**config.mk**
```make
export PLATFORM = sky130hd
export DESIGN_NAME = vrf_operand_fetch
export DESIGN_NICKNAME = d
export VERILOG_FILES = /design/src/rtl/vrf_operand_fetch.sv
export SDC_FILE = /design/constraint.sdc
export NUM_CORES = 1
export LEC_CHECK = 0
export CORE_MARGIN = 2
export CORE_UTILIZATION = 45
export CTS_BUF_LIST = sky130_fd_sc_hd__clkbuf_4 sky130_fd_sc_hd__clkbuf_8 sky130_fd_sc_hd__clkbuf_16
export DETAILED_ROUTE_END_ITERATION = 16
export PLACE_DENSITY = 0.73
export SLEW_MARGIN = 20
export SYNTH_ARGS = -nofsm -noshare
export SYNTH_HDL_FRONTEND = slang
export SYNTH_SLANG_ARGS = --single-unit
```
**constraint.sdc**
```tcl
create_clock -name clk -period 10.08 [get_ports clk]
set_clock_uncertainty 0.05 [all_clocks]
set_input_delay 2.016 -clock clk [delete_from_list [all_inputs] [get_ports clk]]
set_output_delay 2.016 -clock clk [all_outputs]
set_load 0.005 [all_outputs]
```
**src/rtl/vrf_operand_fetch.sv**
```systemverilog
// Read-side sequencer for the banked vector register file: issues one beat per
// cycle across all banks, buffers returned data in a 3-entry FIFO and streams it out.
module vrf_operand_fetch #(
   parameter int NumVRs     = 32,
   parameter int ElemsPerVR = 32,
   parameter int NumBanks   = 4,
   parameter int DataWidth  = 32,
   localparam int WordsPerBank = NumVRs * ElemsPerVR / NumBanks,
   localparam int AddrWidth    = $clog2(WordsPerBank),
   localparam int BeatsPerVR   = ElemsPerVR / NumBanks,
   localparam int VregWidth    = $clog2(NumVRs),
   localparam int BeatWidth    = $clog2(BeatsPerVR),
   localparam int BeatDataW    = NumBanks * DataWidth
) (
   input  logic                          clk,
   input  logic                          rst,
   input  logic                          req_valid,
   output logic                          req_ready,
   input  logic [VregWidth-1:0]          req_vreg,
   output logic [NumBanks-1:0]           re,
   output logic [NumBanks*AddrWidth-1:0] r_addr,
   input  logic [BeatDataW-1:0]          rdata,
   output logic                          out_valid,
   input  logic                          out_ready,
   output logic [BeatDataW-1:0]          out_data,
   output logic [BeatWidth-1:0]          out_beat,
   output logic                          out_last,
   output logic                          busy
);

   localparam int FifoDepth = 3;
   localparam logic [BeatWidth-1:0] LastBeat = BeatWidth'(BeatsPerVR - 1);

   typedef enum logic [1:0] {IDLE, ISSUE, DRAIN} state_t;

   state_t                 state, state_next;
   logic [VregWidth-1:0]   vreg_q;
   logic [BeatWidth-1:0]   beat_cnt;
   logic [AddrWidth-1:0]   issue_addr, addr_hold;
   logic                   issue, issue_last;
   logic                   inflight, inflight_last;
   logic [BeatWidth-1:0]   inflight_beat;

   logic [BeatDataW-1:0]   fifo_data [FifoDepth];
   logic [BeatWidth-1:0]   fifo_beat [FifoDepth];
   logic                   fifo_last [FifoDepth];
   logic [1:0]             wr_ptr, rd_ptr, fifo_count;
   logic [2:0]             credits_used;
   logic                   push, pop, head_last;

   function automatic logic [1:0] ptr_inc(input logic [1:0] p);
      return (p == 2'(FifoDepth - 1)) ? 2'd0 : p + 2'd1;
   endfunction

   assign issue_addr   = AddrWidth'(vreg_q) * AddrWidth'(BeatsPerVR) + AddrWidth'(beat_cnt);
   assign issue_last   = (beat_cnt == LastBeat);
   // Beats already in the FIFO plus the one in the VRF pipeline count against capacity.
   assign credits_used = 3'(fifo_count) + 3'(inflight);

   always_comb begin
      state_next = state;
      req_ready  = 1'b0;
      issue      = 1'b0;
      case (state)
         IDLE: begin
            req_ready = 1'b1;
            if (req_valid) state_next = ISSUE;
         end
         ISSUE: begin
            if (credits_used < 3'(FifoDepth)) begin
               issue = 1'b1;
               if (issue_last) state_next = DRAIN;
            end
         end
         DRAIN: begin
            if (pop && head_last) state_next = IDLE;
         end
         default: state_next = IDLE;
      endcase
   end

   always_ff @(posedge clk or posedge rst) begin
      if (rst) state <= IDLE;
      else     state <= state_next;
   end

   always_ff @(posedge clk or posedge rst) begin
      if (rst) begin
         vreg_q    <= '0;
         beat_cnt  <= '0;
         addr_hold <= '0;
      end else if (state == IDLE && req_valid) begin
         vreg_q   <= req_vreg;
         beat_cnt <= '0;
      end else if (issue) begin
         beat_cnt  <= beat_cnt + BeatWidth'(1);
         addr_hold <= issue_addr;
      end
   end

   // Tags travel alongside the VRF read so the returned data can be labelled.
   always_ff @(posedge clk or posedge rst) begin
      if (rst) begin
         inflight      <= 1'b0;
         inflight_beat <= '0;
         inflight_last <= 1'b0;
      end else begin
         inflight      <= issue;
         inflight_beat <= beat_cnt;
         inflight_last <= issue_last;
      end
   end

   assign re     = {NumBanks{issue}};
   assign r_addr = {NumBanks{issue ? issue_addr : addr_hold}};

   assign push = inflight;
   assign pop  = out_valid && out_ready;

   always_ff @(posedge clk or posedge rst) begin
      if (rst) begin
         wr_ptr     <= '0;
         rd_ptr     <= '0;
         fifo_count <= '0;
      end else begin
         if (push) wr_ptr <= ptr_inc(wr_ptr);
         if (pop)  rd_ptr <= ptr_inc(rd_ptr);
         case ({push, pop})
            2'b10:   fifo_count <= fifo_count + 2'd1;
            2'b01:   fifo_count <= fifo_count - 2'd1;
            default: fifo_count <= fifo_count;
         endcase
      end
   end

   always_ff @(posedge clk) begin
      if (push) begin
         fifo_data[wr_ptr] <= rdata;
         fifo_beat[wr_ptr] <= inflight_beat;
         fifo_last[wr_ptr] <= inflight_last;
      end
   end

   assign out_valid = (fifo_count != 2'd0);
   assign head_last = fifo_last[rd_ptr];
   assign out_data  = out_valid ? fifo_data[rd_ptr] : '0;
   assign out_beat  = out_valid ? fifo_beat[rd_ptr] : '0;
   assign out_last  = out_valid && head_last;
   assign busy      = (state != IDLE) || out_valid;

endmodule

```
==> impl_metrics.toml <==
[die]
die_area_mm2 = 0.0396
dieHeight_um = 199
num_rows = 71
initial_core_util_pct = 45.5
io_pins = 308
coreArea_mm2 = 0.0376
fp.dieW_um = 199

[clocking]
clk_path_buf_depth = 3
postCtsSetupBuffers = 0
clkSinkCount = 425
cts-resized-gates = 0
root_buffer = "clkbuf_16"
insertion_delay_ns = 0.54
cts_tree = "built"
cts-hold-fix-buffers = 0
cts_max_level = 2
numCtsBuffers = 43
clkTransAtPathRegs_ns = 0.06

[layout]
seq_area_mm2 = 0.0126
diodes = 0
fillers = 2912
final_util_pct = 57.9
area_delta_synth_final_pct = 27.3
final_net_count = 1526
drive_above_1_share_pct = 16.0
multi_input_area_mm2 = 0.00388

[grt]
busiest_layer = "met2"
grt_pass1_wl_um = 55900
met2_usage_pct = 30.6
grt_start_max_net_pins = 84
antenna_found_initial = 2
grt_pass1_vias = 10100
grt_overflow_total = 0
grt.total_usage_pct = 18.4
grt.met1_usage_pct = 23.7
grt_util_met3_pct = 4.73

[sta]
fin_crit_ns = 5.85
tns_ns = 0
tightest_slew_ns = 1.03
slew_headroom_pct = 31.1
hold_viol = 0
setup_viol = 0
drv_slew = 0
setup_slack_ns = 4.23
min_period_over_period_pct = 58.0
max_freq_mhz = 171
rsz0062_at_grt = "no"

[hold_path]
hold_start = "beat_cnt[1]$_DFFE_PP0P_"
min_path_type = "register to register"

[synthesis]
synthTopCellsByArea = "edfxtp_1 70%, nand2_1 5.9%, mux2_2 5.5%, mux2_4 4.6%, dfrtp_1 4.2%"
synth_cell_types = 35
seq_area_frac_synth_pct = 73.8
synthArstFlopShare_pct = 6.82
synth_cells = 1109
synth_top_area_share_pct = 69.6
avgSynthCellArea_um2 = 15.4
synth_edf_count = 396
netlist_area_mm2 = 0.0171
synth_seq_cells = 425
yosysWarnings = 0
synth.largest_area_cell = "edfxtp_1"
synth-main-ff-cell = "edfxtp_1"
synth_nets = 1251

[pwr]
power.density_cell_area_mw_per_mm2 = 335
ir_worst_vdd_mv = 0.305
power_leakage_uw = 0.00773

[critical_path]
required_ns = 8.01
cp_slowest_cell = "inv_4"
critical_path.startpoint = "rd_ptr[1]$_DFFE_PP0N_"
slowest_delay_ns = 0.86
cp-end-kind = "primary output"
worstPathArrival_ns = 3.78
startpoint_type = "register"
worstPathCellList = "inv_4 > buf_4 > nand2_1 > a21oi_1 > clkdlybuf4s50_1"
worstSetupPathType = "register to primary output"
worstReg2RegStart = "wr_ptr[0]$_DFFE_PP0P_"
path_max_fanout = 83

[route]
post-route-drc-count = 0
finalWirelength_um = 36700
viasPerCell = 5.06
wire_per_inst_um = 19.1
firstDrtPassIters = 5
drt_iter0_drc = 458
drtAntennaViolNets = 0
vias = 9752

[placement]
pre_cts_slack_ns = 4.77
hpwlAfterDp_um = 21300
gp_congestion = 0.729
portBuffers = 307

[job]
max_cap_violations = 0

[outcome]
status = "completed"
layout make-up:
type / count / share of cell area [%]
Sequential cell: 425 / 58.0
Multi-Input combinational cell: 587 / 17.8
Timing Repair Buffer: 319 / 14.5
Clock buffer: 60 / 5.80
Tap cell: 511 / 2.94
Clock inverter: 17 / 0.719
Inverter: 8 / 0.150
Yosys cell counts, drive strengths merged (2+ instances only):
cell type  count
a21o           3
a21oi        132
ha             5
nor2           5
dfrtp         29
buf           67
xnor2          2
nand2        268
nor3           2
clkbuf        22
mux2         152
a211oi         2
inv            8
edfxtp       396
o21ai          3
mux2i          4
cells in the final DEF, fill, tap and decap left out, drive strengths merged, types with 2 or more instances in the layout:
cell type / Yosys / layout
clkbuf: 22 / 60
o21ai: 3 / 3
nor3: 2 / 2
dfrtp: 29 / 29
a21oi: 132 / 132
mux2: 152 / 152
xnor2: 2 / 2
buf: 67 / 12
inv: 8 / 8
nor2: 5 / 5
a211oi: 2 / 2
clkdlybuf4s50: 0 / 307
edfxtp: 396 / 396
nand2: 268 / 268
bufinv: 0 / 3
mux2i: 4 / 4
clkinv: 0 / 14
a21o: 3 / 3
ha: 5 / 5
worst max-delay path: cells and delay by family, from the launching register on:
family / cells / cell delay (ns)
buf+inv: 3 / 2.03
flops: 1 / 0.74
compound gates: 1 / 0.21
simple gates: 1 / 0.15
power breakdown:
group          leakage, uW  total, uW  internal, uW  switching (uW)
logic              0.00301       2990          1610            1390
registers          0.00400       2720          2530             193
clock network     0.000717       1580           951             626
through the flow:
step                      area [um2]  instances  hold slack (ns)  power, uW
final                          21800       1927            0.400       7290
after global routing           21800       1927            0.426       7690
after CTS                      21800       1927            0.407       7390
after detailed placement       20300       1850            0.397       5780
after global placement         20300       1850            0.376       5740
after floorplan                17100       1109            0.354       4480
sequential cells by signal, summed over array words and instances, names as in the netlist:
name and count:
fifo_data 384, fifo_beat 9, addr_hold 8, vreg_q 5
beat_cnt 3, fifo_last 3, inflight_beat 3, fifo_count 2
rd_ptr 2, state 2, wr_ptr 2, inflight 1
inflight_last 1
logic make-up (layout without fill, tap and decap cells):
family                     count (synthesis)  count (layout)  synth area share, %
DFF                                      425             425                 73.8
and+or+nand+nor                          282             282                 6.35
muxes                                    156             156                 11.4
AOI/OAI and AO/OA                        141             141                 4.22
buffers and inverters                     97             404                 3.73
adders and majority gates                  5               5                0.366
xor gates and xnor gates                   3               3                0.154
routing by layer:
| metal | vias up | part of all wire [%] | routed length [um] |
|---|---|---|---|
| li1 | 4557 | - | - |
| met1 | 4862 | 42 | 15400 |
| met2 | 264 | 49 | 18100 |
| met3 | 65 | 6.6 | 2430 |
| met4 | 4 | 2.3 | 827 |
| met5 | - | 0.082 | 30 |
path summary, 6_finish.rpt:
path,endpoint,slack (ns),cells past startpoint
max,out_data[82],4.23,5
min,inflight_beat[1]$_DFF_PP0_,0.40,0
max reg2reg,fifo_data[0][60]$_DFFE_PP_,7.20,3
min reg2reg,inflight_beat[1]$_DFF_PP0_,0.40,0
max in group asynchronous,rd_ptr[1]$_DFFE_PP0N_,7.69,2
min in group asynchronous,inflight_beat[0]$_DFF_PP0_,1.82,2
Power figures use the tool's default switching activity.
==> RTL change: new RTL, same flow settings <==
`NumVRs`: 32 -> 16.
--- a/src/rtl/vrf_operand_fetch.sv
+++ b/src/rtl/vrf_operand_fetch.sv
@@ -1,7 +1,7 @@
 // Read-side sequencer for the banked vector register file: issues one beat per
 // cycle across all banks, buffers returned data in a 3-entry FIFO and streams it out.
 module vrf_operand_fetch #(
-   parameter int NumVRs     = 32,
+   parameter int NumVRs     = 16,
    parameter int ElemsPerVR = 32,
    parameter int NumBanks   = 4,
    parameter int DataWidth  = 32,
Interface: changed (resized r_addr and req_vreg); port bits go from 308 to 303. The function was not compared with the original's and may differ.
==> RTL change against the original RTL <==
Sequential cell count shrank 2. Power shrank 9.1%. Synthesized cell count shrank 14%. Routed wire length shrank 7.4%. Area after synthesis shrank 1.3%. Final area shrank 1.1%. Global-route usage shrank 1.0 points. Final cell count shrank 9.4%. Worst setup slack lost 0.038 ns. Sequential power shrank 7%. Largest cell class unchanged.
==> RTL change: results (changes against the original RTL) <==
| Metric | Value |
|---|---|
| Status | complete, no violations |
| Hold EP | fifo_beat[0][2] |
| Starting DRT DRC Count | 456 (-0.44%) |
| CP arrival | 3.82 ns (+0.04 ns) |
| Placed insts | 1,668 (-9.8%) |
| Total power | 6.63 mW (-9.1%) |
| Final worst-path cycle share | 58.4% (+0.38 points) |
| VDD IR max | 0.225 mV (-26%) |
| Proportion of synthesized area in mux cells | 18.0% (+6.6 points) |
| Pin slew with the least headroom to its limit | 1.09 ns (+0.0545 ns) |
| CP max FO | 75 (-9.6%) |
| Seq/Total Area, Yosys | 74.5% (+0.66 points) |
| R2R cell count | 4 (+1) |
| Post-synth top cells | edfxtp_1, mux2_2, nor2_1, mux2i_1, buf_4 |
| Clock share of power | 23.0% (+1.4 points) |
| FF-to-FF Start | rd_ptr[0] |
| Setup slack, reg-to-reg | 7.19 ns (about the same) |
| Layout cells sized above 1 | 18.6% (+2.6 points) |
| Post-synth ARST share | 6.38% (-0.44 points) |
| Sw Share | 28.9% (-1.4 points) |
| Synth Area in Compound Gates | 0.415% (-3.8 points) |
| Vias | 8,973 (-8.0%) |
| Initial antenna violation count | 3 (+1) |
| Critical path startpoint | rd_ptr[0] |
| GPL Wtd Cong | 0.731 (+0.32%) |
| Nets | 1,385 (-9.2%) |
| Critical path's slowest cell | dfrtp_4 |
| Number of vias per cell | 5.14 (+1.6%) |
| R2R Path End | state[1] |
| Total track usage | 17.4% (-1.0 points) |
| Grt met1 use | 22.1% (-1.6 points) |
| Top cells by area, synth | edfxtp_1, mux2_2, mux2i_1 |
| DRT Pass-1 Iters | 4 (-1) |
| Hold slack | 0.416 ns (+0.0162 ns) |
| Syn nets | 1,099 (-12%) |
| Worst Hold Launch | inflight_beat[2] |
| Power in combinational cells | 2.57 mW (-14%) |
| Xor/xnor share of the synthesized area | 0.208% (+0.054 points) |
| Dpl hpwl | 20.0 mm (-6.3%) |
| WL per Instance | 19.5 um (+2.3%) |
| Dpl cell area | 20,200 sq um (-0.91%) |
| Num CTS Buffers | 42 (-2.3%) |
| Lkg Pwr | 7.43 nW (-3.9%) |
| Buffers added on ports | 302 (-1.6%) |
| Largest net degree at the start of global routing | 76 (-9.5%) |
| Adder-Cell Fraction of Synth Area | 0.371% (+0.0047 points) |
| PostCTS Resize Cnt | 0 (unchanged) |
| Vias in the first global route | 9,436 (-6.7%) |
| Top flop regs | fifo_data (384), fifo_beat (9), addr_hold (7) |
## RTL change: cell types whose count changed after synthesis, sizes merged, moves of 2 or more
| cell | before | now |
|---|---|---|
| mux2i | 4 | 134 |
| buf | 67 | 62 |
| nor2 | 5 | 137 |
| nand2 | 268 | 6 |
| a21oi | 132 | 1 |
| mux2 | 152 | 149 |
| clkbuf | 22 | 11 |
| dfrtp | 29 | 27 |
## RTL change: worst reg2reg max path, stage by stage, from the launching register on
cell,delay (ns)
dfrtp_4,1.02
buf_4,0.98
nor2b_1,0.21
a211o_1,0.33
a211oi_1,0.22
## RTL change: cell type report
class / count / area [sq um]
diodes: 3 / 7.51
repair buffers: 315 / 3120
clock buffers: 54 / 1160
inverters: 7 / 26.3
fillers: 2818 / 15300
flip-flops and latches: 423 / 12600
well taps: 468 / 586
clock inverters: 20 / 195
multi-input cells: 455 / 3840
## RTL change: per-layer routing
layer,vias to the layer above,wire [um]
met2,255,16800
met1,4523,14200
met4,4,822
met5,-,30
li1,4137,-
met3,54,2170
